## src/rtl/pin_event_capture.sv

```systemverilog
// Edge-event capture on synchronized pins, queued in a small FIFO.
// Ports: clock_80/nres, sync_in, rise/fall masks, evt_* head + handshake,
// level, sticky overflow with clr_ovf.
// Option: `define PIN_EVENT_TIMESTAMP_EN to store a cycle timestamp per entry.
module pin_event_capture #(
  parameter int DEPTH    = 4,
  parameter int TS_WIDTH = 32
) (
  input  logic                     clock_80,
  input  logic                     nres,
  input  logic [31:0]              sync_in,
  input  logic [31:0]              rise_mask,
  input  logic [31:0]              fall_mask,
  output logic                     evt_valid,
  input  logic                     evt_ready,
  output logic [31:0]              evt_pins,
  output logic [31:0]              evt_change,
  output logic [TS_WIDTH-1:0]      evt_ts,
  output logic [$clog2(DEPTH):0]   level,
  output logic                     overflow,
  input  logic                     clr_ovf
);

  localparam int AW = $clog2(DEPTH);
  localparam logic [AW:0] FULL = (AW+1)'(DEPTH);

  logic [31:0] r_prev;
  logic        r_primed;
  logic [AW:0] r_wptr;
  logic [AW:0] r_rptr;
  logic        r_ovf;
  logic [31:0] r_pins [DEPTH];
  logic [31:0] r_chg  [DEPTH];

  logic [31:0] w_edges;
  logic        w_hit;
  logic [AW:0] w_level;
  logic        w_full;
  logic        w_pop;
  logic        w_push;
  logic        w_drop;

  assign w_edges = (sync_in & ~r_prev & rise_mask)
                 | (~sync_in & r_prev & fall_mask);
  assign w_hit   = r_primed & (|w_edges);
  assign w_level = r_wptr - r_rptr;
  assign w_full  = (w_level == FULL);
  assign w_pop   = evt_valid & evt_ready;
  // A pop frees the slot the push lands in, so full+pop still accepts.
  assign w_push  = w_hit & (~w_full | w_pop);
  assign w_drop  = w_hit & w_full & ~w_pop;

  assign evt_valid  = (w_level != '0);
  assign level      = w_level;
  assign overflow   = r_ovf;
  assign evt_pins   = r_pins[r_rptr[AW-1:0]];
  assign evt_change = r_chg[r_rptr[AW-1:0]];

  always_ff @(posedge clock_80 or negedge nres) begin
    if (!nres) begin
      r_prev   <= '0;
      r_primed <= 1'b0;
      r_wptr   <= '0;
      r_rptr   <= '0;
      r_ovf    <= 1'b0;
      for (int i = 0; i < DEPTH; i++) begin
        r_pins[i] <= '0;
        r_chg[i]  <= '0;
      end
    end else begin
      r_prev   <= sync_in;
      r_primed <= 1'b1;
      if (w_push) begin
        r_pins[r_wptr[AW-1:0]] <= sync_in;
        r_chg[r_wptr[AW-1:0]]  <= w_edges;
        r_wptr <= r_wptr + 1'b1;
      end
      if (w_pop) begin
        r_rptr <= r_rptr + 1'b1;
      end
      // Set wins over clear.
      if (w_drop) begin
        r_ovf <= 1'b1;
      end else if (clr_ovf) begin
        r_ovf <= 1'b0;
      end
    end
  end

`ifdef PIN_EVENT_TIMESTAMP_EN
  logic [TS_WIDTH-1:0] r_ts;
  logic [TS_WIDTH-1:0] r_tsm [DEPTH];

  always_ff @(posedge clock_80 or negedge nres) begin
    if (!nres) begin
      r_ts <= '0;
      for (int i = 0; i < DEPTH; i++) begin
        r_tsm[i] <= '0;
      end
    end else begin
      r_ts <= r_ts + TS_WIDTH'(1);
      if (w_push) begin
        r_tsm[r_wptr[AW-1:0]] <= r_ts;
      end
    end
  end

  assign evt_ts = r_tsm[r_rptr[AW-1:0]];
`else
  assign evt_ts = '0;
`endif

endmodule

```

## config.mk

```make
export PLATFORM = sky130hd
export DESIGN_NAME = pin_event_capture
export DESIGN_NICKNAME = d
export VERILOG_FILES = /design/src/rtl/pin_event_capture.sv
export SDC_FILE = /design/constraint.sdc
export NUM_CORES = 1
export LEC_CHECK = 0
export CORE_UTILIZATION = 54
export DETAILED_ROUTE_END_ITERATION = 8
export HOLD_SLACK_MARGIN = 0.05
export PLACE_DENSITY = 0.8
export SYNTH_ARGS = -nofsm -noshare
export SYNTH_HDL_FRONTEND = slang
export SYNTH_SLANG_ARGS = --single-unit
```

## constraint.sdc

```tcl
create_clock -name clock_80 -period 4.11 [get_ports clock_80]
set_input_delay 0.411 -clock clock_80 [delete_from_list [all_inputs] [get_ports clock_80]]
set_output_delay 0.411 -clock clock_80 [all_outputs]
set_load 0.03 [all_outputs]
```

; ---- Word level (Yosys, flattened, before mapping)
; Index checks and enable logic that the tools add are counted.
[totals]
reg_bits = 296
input_bits = 100
out_inout_bits = 101
word_cells = 53
[op_classes]
n_addsub = 3
magnitude_cmp = 3
n_eq_ne = 1
mux = 12
n_bitwise = 17
reduce_logical = 4
[op_table]
columns = op, count
row1 = 128-bit bitwise mux, 2
row2 = 32-bit two-way mux, 5
row3 = 32-bit bitwise AND, 4
row4 = 32-bit binary-select mux with 2-bit select, 2
row5 = 32-bit demux with 2-bit select, 1
row6 = 32-bit NOT, 2
row7 = 32-bit OR, 1
row8 = 32-bit OR reduction, 1
row9 = 3-bit by 1-bit adder with 3-bit output (second input constant), 2
row10 = 3-bit greater-or-equal comparator (second input constant), 2
row11 = 2-bit NOT with 3-bit output, 2
row12 = 1-bit bitwise AND, 5
row13 = 3-bit equality test (second input constant), 1
row14 = 3-bit by 1-bit less-than comparator with 1-bit output (second input constant), 1
row15 = 3-bit nonzero test, 1
row16 = 3-bit subtractor, 1
row17 = 1-bit two-way mux, 2
row18 = 1-bit NOT, 2
row19 = 2-bit nonzero test, 1
row20 = 1-bit logical AND, 1
row21 = 1-bit OR, 1

; ---- Depth between registers and ports, before layout
; Gate-level depths: netlist of run 1.
[logic_depth]
word_depth = 9
mapped_depth = 11
depth_no_buf = 9

; ---- Least setup slack after synthesis of run 1
; OpenSTA, ideal clock, no wires.
[synth_path]
kind = flip-flop to flip-flop
start = register r_wptr[0]
end = register r_chg[0] (netlist name)
setup_time_ns = 0.125
arrival_ns = 2.871
t_required_ns = 3.985
slack_ns = 1.114
stages_incl_launch_ff = 11
cell_sequence = dfrtp_1 -> inv_1 -> ha_1 -> fa_1 -> inv_1 -> or4_1 -> and3_1 -> o21ai_1 -> buf_4 -> buf_4 -> mux2_2
[synth_via]
word_cells_on_any_way = 14
cone_classes = add/sub: 1 / order compare: 2 / eq/ne: 1 / mux: 3 / bitwise: 5 / reduce/logical: 2
[synth_lines]
columns = item, line_no
row1 = "start, declared", 29  ; logic [AW:0] r_wptr;
row2 = "start signal, assigned", 76  ; r_wptr <= r_wptr + 1'b1;
row3 = 3-bit subtractor *, 46  ; assign w_level = r_wptr - r_rptr;
row4 = net level[1], 19  ; output logic [$clog2(DEPTH):0] level,
row5 = 3-bit nonzero test or 3-bit equality test (tied branches), "53, 47"
row6 = 1-bit bitwise AND or 1-bit NOT (tied branches), "48, 50"
row7 = 1-bit OR *, 50  ; assign w_push = w_hit & (~w_full | w_pop);
row8 = 1-bit bitwise AND *, 50
row9 = "end signal, assigned by index", 75  ; r_chg[r_wptr[AW-1:0]] <= w_edges;
row10 = "end, declared", 33  ; logic [31:0] r_chg [DEPTH];
; Mark *: on every way through the listed nets, which the timed path passes. The rest lies on a longest branch.
; A chain may end at the register's enable or synchronous reset.

; ---- Worst setup path in the final report of run 1
[layout_path]
start = register r_rptr[1]
end = output evt_change[30]
[layout_via]
elab_chain_cells = 4
[layout_rtl]
columns = item, line_no
row1 = "start, declared", 30  ; logic [AW:0] r_rptr;
row2 = "start signal, assigned", 79  ; r_rptr <= r_rptr + 1'b1;
row3 = 2-bit NOT with 3-bit output (not written as such), 57  ; assign evt_change = r_chg[r_rptr[AW-1:0]];
row4 = 32-bit binary-select mux with 2-bit select, 57
row5 = 32-bit two-way mux (not written as such) (2 in a row), 57
row6 = "end, declared", 17  ; output logic [31:0] evt_change,
; No other way between the ends. The select of a mux whose other input is x is not followed.

==> results of run 1 <==
worst register-to-register path, cell delays in order, from the launching register on:
cell     delay [ns]
dfrtp_1        0.40
inv_1          0.10
ha_1           0.21
fa_1           0.37
xor2_1         0.16
xnor2_1        0.16
or4_1          0.53
and3_1         0.27
o21ai_4        0.08
buf_4          0.37
mux2_2         0.40
through the flow:
step | util | std cells
global route | 0.681 | 1354
floorplan | - | 862
detailed placement | 0.639 | 1300
CTS | 0.681 | 1354
global placement | 0.639 | 1300
finish | 0.681 | 1354
registers in the layout (all words and copies together), names as in the netlist:
| name | flops |
|---|---|
| r_chg | 128 |
| r_pins | 128 |
| r_prev | 32 |
| r_rptr | 3 |
| r_wptr | 3 |
| overflow | 1 |
| r_primed | 1 |
power groups by stage:
| stage | Clock (mW) | Sequential [mW] | Combinational, mW |
|---|---|---|---|
| 3_3_place_gp | 0 | 4.70 | 6.59 |
| 6_report | 2.72 | 4.74 | 6.63 |
| 4_1_cts | 2.77 | 4.73 | 6.72 |
| 5_1_grt | 2.89 | 4.89 | 7.04 |
| 2_1_floorplan | 0 | 4.57 | 4.66 |
| 3_5_place_dp | 0 | 4.77 | 6.68 |
cell usage after synthesis, drive strengths merged, types with 2 or more instances:
cell	count	area share
and3	4	0.0019
buf	64	0.038
clkbuf	7	0.0020
conb	2	0.00057
dfrtp	296	0.56
ha	6	0.0057
inv	6	0.0017
mux2	258	0.22
mux4	64	0.11
nand2	33	0.0094
nand3	2	0.00076
nand3b	32	0.018
nand4	2	0.0019
nor4	8	0.0038
o21ai	37	0.017
xnor2	5	0.0033
layout make-up:
cell class                 instances  area (µm²)
inverter                           6        22.5
sequential                       296        7410
clock inverter                     3        40.0
multi-input combinational        489        5340
fill                            1727        7540
clock buffer                      50         957
timing repair buffer             191        1960
tap                              319         399
kinds of logic after synthesis:
logic type	Yosys count
mux	322
other cells	2
buf+inv	77
compound gates	39
xor+xnor	6
flops	296
simple gates	82
fa+ha+maj	7
per-layer routing:
| metal | routed length, µm | vias up |
|---|---|---|
| met3 | 1280 | 31 |
| met1 | 11700 | 4010 |
| met5 | 0 | - |
| met2 | 13600 | 183 |
| li1 | - | 3383 |
| met4 | 362 | 0 |
final timing paths:
kind / from / to / slack (ns) / depth (start not counted)
min in group asynchronous: nres / r_pins[1] / 0.54 / 2
setup / recovery: r_rptr[1] / evt_change[30] / 0.82 / 3
hold / removal: clr_ovf / overflow / 0.46 / 2
hold reg to reg: r_pins[123] / r_pins[123] / 0.49 / 1
max in group asynchronous: nres / r_prev[19] / 2.50 / 3
setup reg to reg: r_wptr[0] / r_chg[38] / 0.93 / 10
timing repair:
item | in CTS | in global routing
endpoints found under the hold margin | 120 | 0
endpoints found under the setup margin | 0 | 0
hold buffers | 1 | 0
==> results.md, run 1 <==
* Comb pwr share at 0.471
* Lkg Pwr at 7.01 nW
* Outcome: finished, final reports clean
* Switching Power at 4.89 mW
* Sequential area share after synthesis at 0.562
* DIE WIDTH at 158 µm
* Critical-path top delay cell: buf_4
* Clk slew on worst S/H paths at 0.06 ns
* CTS Sinks at 296
* Synthesized cell area at 13200 µm²
* Antenna cell count at 0
* Post-DP Area at 15100 µm²
* # rows at 56
* Number of global-route vias before repair at 8134
* Post-synth EDFFs at 0
* Met3 Resource Use GR at 0.0391
* Sw frac at 0.347
* Die Y-Extent at 158 µm
* Final setup viols at 0
* DRT iter0 DRCs at 272
* Yosys cell types at 27
* Grt ovf at 0
* M1 GR Usage at 0.305
* Period utilization at 0.800
* Syn Area/Cell at 15.8 µm²
* Hpwl dp at 16900 µm
* Mapped Cells at 831
* TritonCTS clock tree: done
* Yosys reg bits at 296
* Compound-cell area share of the yosys netlist at 0.0177
* Commonest non-fill, non-tap cell in the layout: dfrtp_1
* Area grow syn2layout at 22.6%
* Least-Margin Pin Slew at 1.04 ns
* Critical path class: flip-flop to output pin
* Post-cts repair resize count at 0
* Post-Synth Simple-Gate Area at 0.0366
* Share of cells above drive strength 1 at 0.366
* Die area at 25000 µm²
* Fin. max-slew vios at 0
* P_int at 9.20 mW
* Crit-path cells: buf_4, mux4_2, clkdlybuf4s50_1
* Core Area at 23700 µm²
* Via count at 7607
* Total Power at 14.1 mW
* Synth Area in Adders at 0.00722
* Post-synthesis mux area share at 0.330
* Post-synth top flop: dfrtp_1
* H-Tree Depth at 1
* Flop pwr share at 0.336
* Final Hold Vio Count at 0
* Antenna-violating nets left at 0
* Post-Synth XOR/XNOR Area at 0.00399
* FMAX at 304 MHz
* Unrepaired setup endpoints after global routing: no
* Post CTS Setup Buffer Count at 0
* Crit path max-delay family: buffers and inverters
* DP Worst Slack at 0.520 ns
* CP max stage delay at 0.81 ns
* Worst Path Required at 3.70 ns
* Clk network pwr share at 0.193
* Final hold slack at 0.457 ns
* Initial antenna violation count at 0
* Design area at 16100 µm²
* Num CTS Buffers at 31
* Crit. End Element: output pin
* Largest family of logic cells by synthesized area: multiplexers
* Max-cap violations at 0
* Async set-reset flop share out of synthesis at 1.00
* Met2 Track Usage GR at 0.390
* CTS max path bufs at 3
* Power per cell area at 873 nW/µm²
* Initial Utilization at 0.556
* Commonest cells after routing, fill and taps aside: dfrtp_1 (294), mux2_2 (239), clkdlybuf4s50_1 (167)
* Clk_skew at 0.00533 ns
* GRT Resource Usage Total at 0.227
* Buffers and inverters on the worst path at 2
* Remaining DRCs at 0
* Ports at 201
* Final #Nets at 1122
* Setup TNS Final at 0 ns
* Router iterations before antenna repair at 4
* Post-Route WL at 27000 µm
* GR peak layer: met2
* Startpoint class of the critical path: flip-flop
* Final WS setup at 0.820 ns
* Largest net degree at the start of global routing at 126
* Root buf cell: clkbuf_16
* Synth Warn # at 0
* Final GP Congestion at 0.728
* Vias/cell at 5.62
* First-pass GRT wire length at 43500 µm
* Tmin final at 3.29 ns
* Clk Latency, worst-skew pair at 0.54 ns
* Slew headroom at 0.305
* Arrival @ worst endpoint at 2.88 ns
* HP Class: primary input to flip-flop
* Crit path max fanout at 66
* Number of buffers added on ports at 168
* Wire per inst at 19.9 µm
* Peak VDD IR at 0.000846 V
Note: power is estimated with default switching activity, not from simulation.
==> inputs of run 2 (changes only) <==
==> constraint.sdc (replaced) <==
create_clock -name clock_80 -period 3.15 [get_ports clock_80]
set_input_delay 0.315 -clock clock_80 [delete_from_list [all_inputs] [get_ports clock_80]]
set_output_delay 0.315 -clock clock_80 [all_outputs]
set_load 0.03 [all_outputs]
==> results.md, run 2 (synthesis gave the netlist of run 1 again) <==
* DRT iter0 DRCs at 290
* Peak VDD IR at 0.000919 V
* HP Class: primary input to flip-flop
* CTS max path bufs at 3
* R2R setup slack at 0.09 ns
* Root buf cell: clkbuf_16
* FF-to-FF Start: r_rptr[0]
* Max-cap violations at 0
* Outcome: finished, final reports clean
* Antenna cell count at 0
* Remaining DRCs at 0
* Grt ovf at 0
* TritonCTS clock tree: done
* Area of the multi-input gates at 5370 µm²
* Initial Utilization at 0.556
* Final non-filler cell total at 1391
* Worst Hold Depth at 1
* Fin. max-slew vios at 0
* Tmin final at 3.06 ns
* Commonest cells after routing, fill and taps aside: dfrtp_1 (294), mux2_2 (239), clkdlybuf4s50_1 (165)
* Post-Place Cells at 1328
* DP Worst Slack at -0.00246 ns
* Critical path endpoint: r_chg[123]
* Final #Nets at 1159
* Num CTS Buffers at 30
* Post-Route WL at 27300 µm
* Largest regs: r_chg (128), r_pins (128), r_prev (32)
* Clk Latency, worst-skew pair at 0.55 ns
* Antenna-violating nets left at 0
* Slew headroom at 0.411
* # rows at 56
* Reg2reg path depth at 9
* Commonest non-fill, non-tap cell in the layout: dfrtp_1
* Final setup viols at 0
* Critical path class: flip-flop to flip-flop
* Via count at 7783
* Clk_skew at 0.0122 ns
* Crit path max fanout at 27
* Die Y-Extent at 158 µm
* R2R Path End: r_chg[123]
* Share of cells above drive strength 1 at 0.396
* Hpwl dp at 17100 µm
* Core Util, Final at 0.702
* Initial antenna violation count at 0
* First-pass GRT wire length at 43300 µm
* Clk slew on worst S/H paths at 0.06 ns
* GRT Resource Usage Total at 0.226
* Design area at 16600 µm²
* Storage element area at 7410 µm²
* Final GP Congestion at 0.733
* Final WS setup at 0.0902 ns
* Vias/cell at 5.60
* Period utilization at 0.971
* Critical path origin: r_rptr[0]
* Final Hold Vio Count at 0
* Post-DP Area at 15400 µm²
* Area grow syn2layout at 26.3%
* Wire per inst at 19.6 µm
* Core Area at 23700 µm²
* Total Power at 18.8 mW
* Ports at 201
* Largest net degree at the start of global routing at 87
* Least-Margin Pin Slew at 0.874 ns
* Lkg Pwr at 7.29 nW
* CTS Sinks at 296
* Power per cell area at 1130 nW/µm²
* Startpoint class of the critical path: flip-flop
* Fillers at 1612
* Number of buffers added on ports at 168
* Worst Path Required at 3.57 ns
* Router iterations before antenna repair at 4
* Die area at 25000 µm²
* DIE WIDTH at 158 µm
* FMAX at 327 MHz
* H-Tree Depth at 1
* Crit. End Element: flip-flop
* Arrival @ worst endpoint at 3.48 ns
* Number of global-route vias before repair at 8096
-- run 2: cell types whose count changed in the layout (fill, tap and decap cells not counted), moves of 2 or more --
cell             delta
buf_4              +24
buf_12              +7
clkbuf_8            -5
buf_6               +3
clkbuf_1            -3
clkbuf_16           +3
clkinv_2            +3
bufinv_16           +2
clkdlybuf4s50_1     -2
clkinvlp_4          +2
-- run 2: worst min path at each step --
stage / slack [ns] / from / end
final: 0.31 / sync_in[6] / r_prev[6]
after global placement: 0.37 / nres / r_pins[66]
after CTS: 0.29 / sync_in[6] / r_prev[6]
after detailed placement: 0.37 / nres / r_pins[66]
after floorplan: 0.02 / nres / overflow
after global routing: 0.30 / sync_in[6] / r_prev[6]
-- run 2: what timing repair did --
item / CTS / global route
cloned: 0 / 5
pin swaps: 0 / 3
endpoints found under the setup margin: 132 / 261
hold buffers: 1 / 0
gates resized for setup: 4 / 6
setup buffers: 0 / 5
hold endpoints to repair: 82 / 0
-- run 2: area by class of cell --
cell class                      instances  area share
Sequential cell                       296       0.446
Tap cell                              319      0.0240
Multi-Input combinational cell        489       0.323
Inverter                                6     0.00135
Timing Repair Buffer                  229       0.145
Clock inverter                         10     0.00782
Clock buffer                           42      0.0527
-- run 2: worst max-delay path, cell delays in order, from the launching register on --
cell and delay [ns]:
dfrtp_4 0.50, ha_1 0.21, fa_2 0.35, xor2_2 0.17, xnor2_2 0.16, or4_4 0.57
and3_1 0.24, o21ai_4 0.12, buf_12 0.24, mux2_2 0.36
-- run 2: through the flow --
| stage | TNS, ns | hold slack [ns] |
|---|---|---|
| floorplan | 0 | 0.0194 |
| global placement | 0 | 0.370 |
| detailed placement | -0.00665 | 0.365 |
| CTS | 0 | 0.287 |
| global route | -0.00195 | 0.304 |
| finish | 0 | 0.307 |
-- run 2: report_power, final --
| part | leakage [nW] | internal [mW] | switching [mW] |
|---|---|---|---|
| combinational | 3.15 | 4.70 | 4.29 |
| sequential | 3.64 | 5.42 | 0.783 |
| clock | 0.493 | 2.17 | 1.42 |
| total | 7.29 | 12.3 | 6.49 |
-- run 2: layer usage --
layer | vias to the layer above | global-route usage | wire length [µm]
met2 | 180 | 0.382 | 13700
met1 | 4105 | 0.307 | 11900
met3 | 31 | 0.0402 | 1250
met5 | - | 0 | 0
met4 | 0 | 0.0495 | 431
li1 | 3467 | - | -
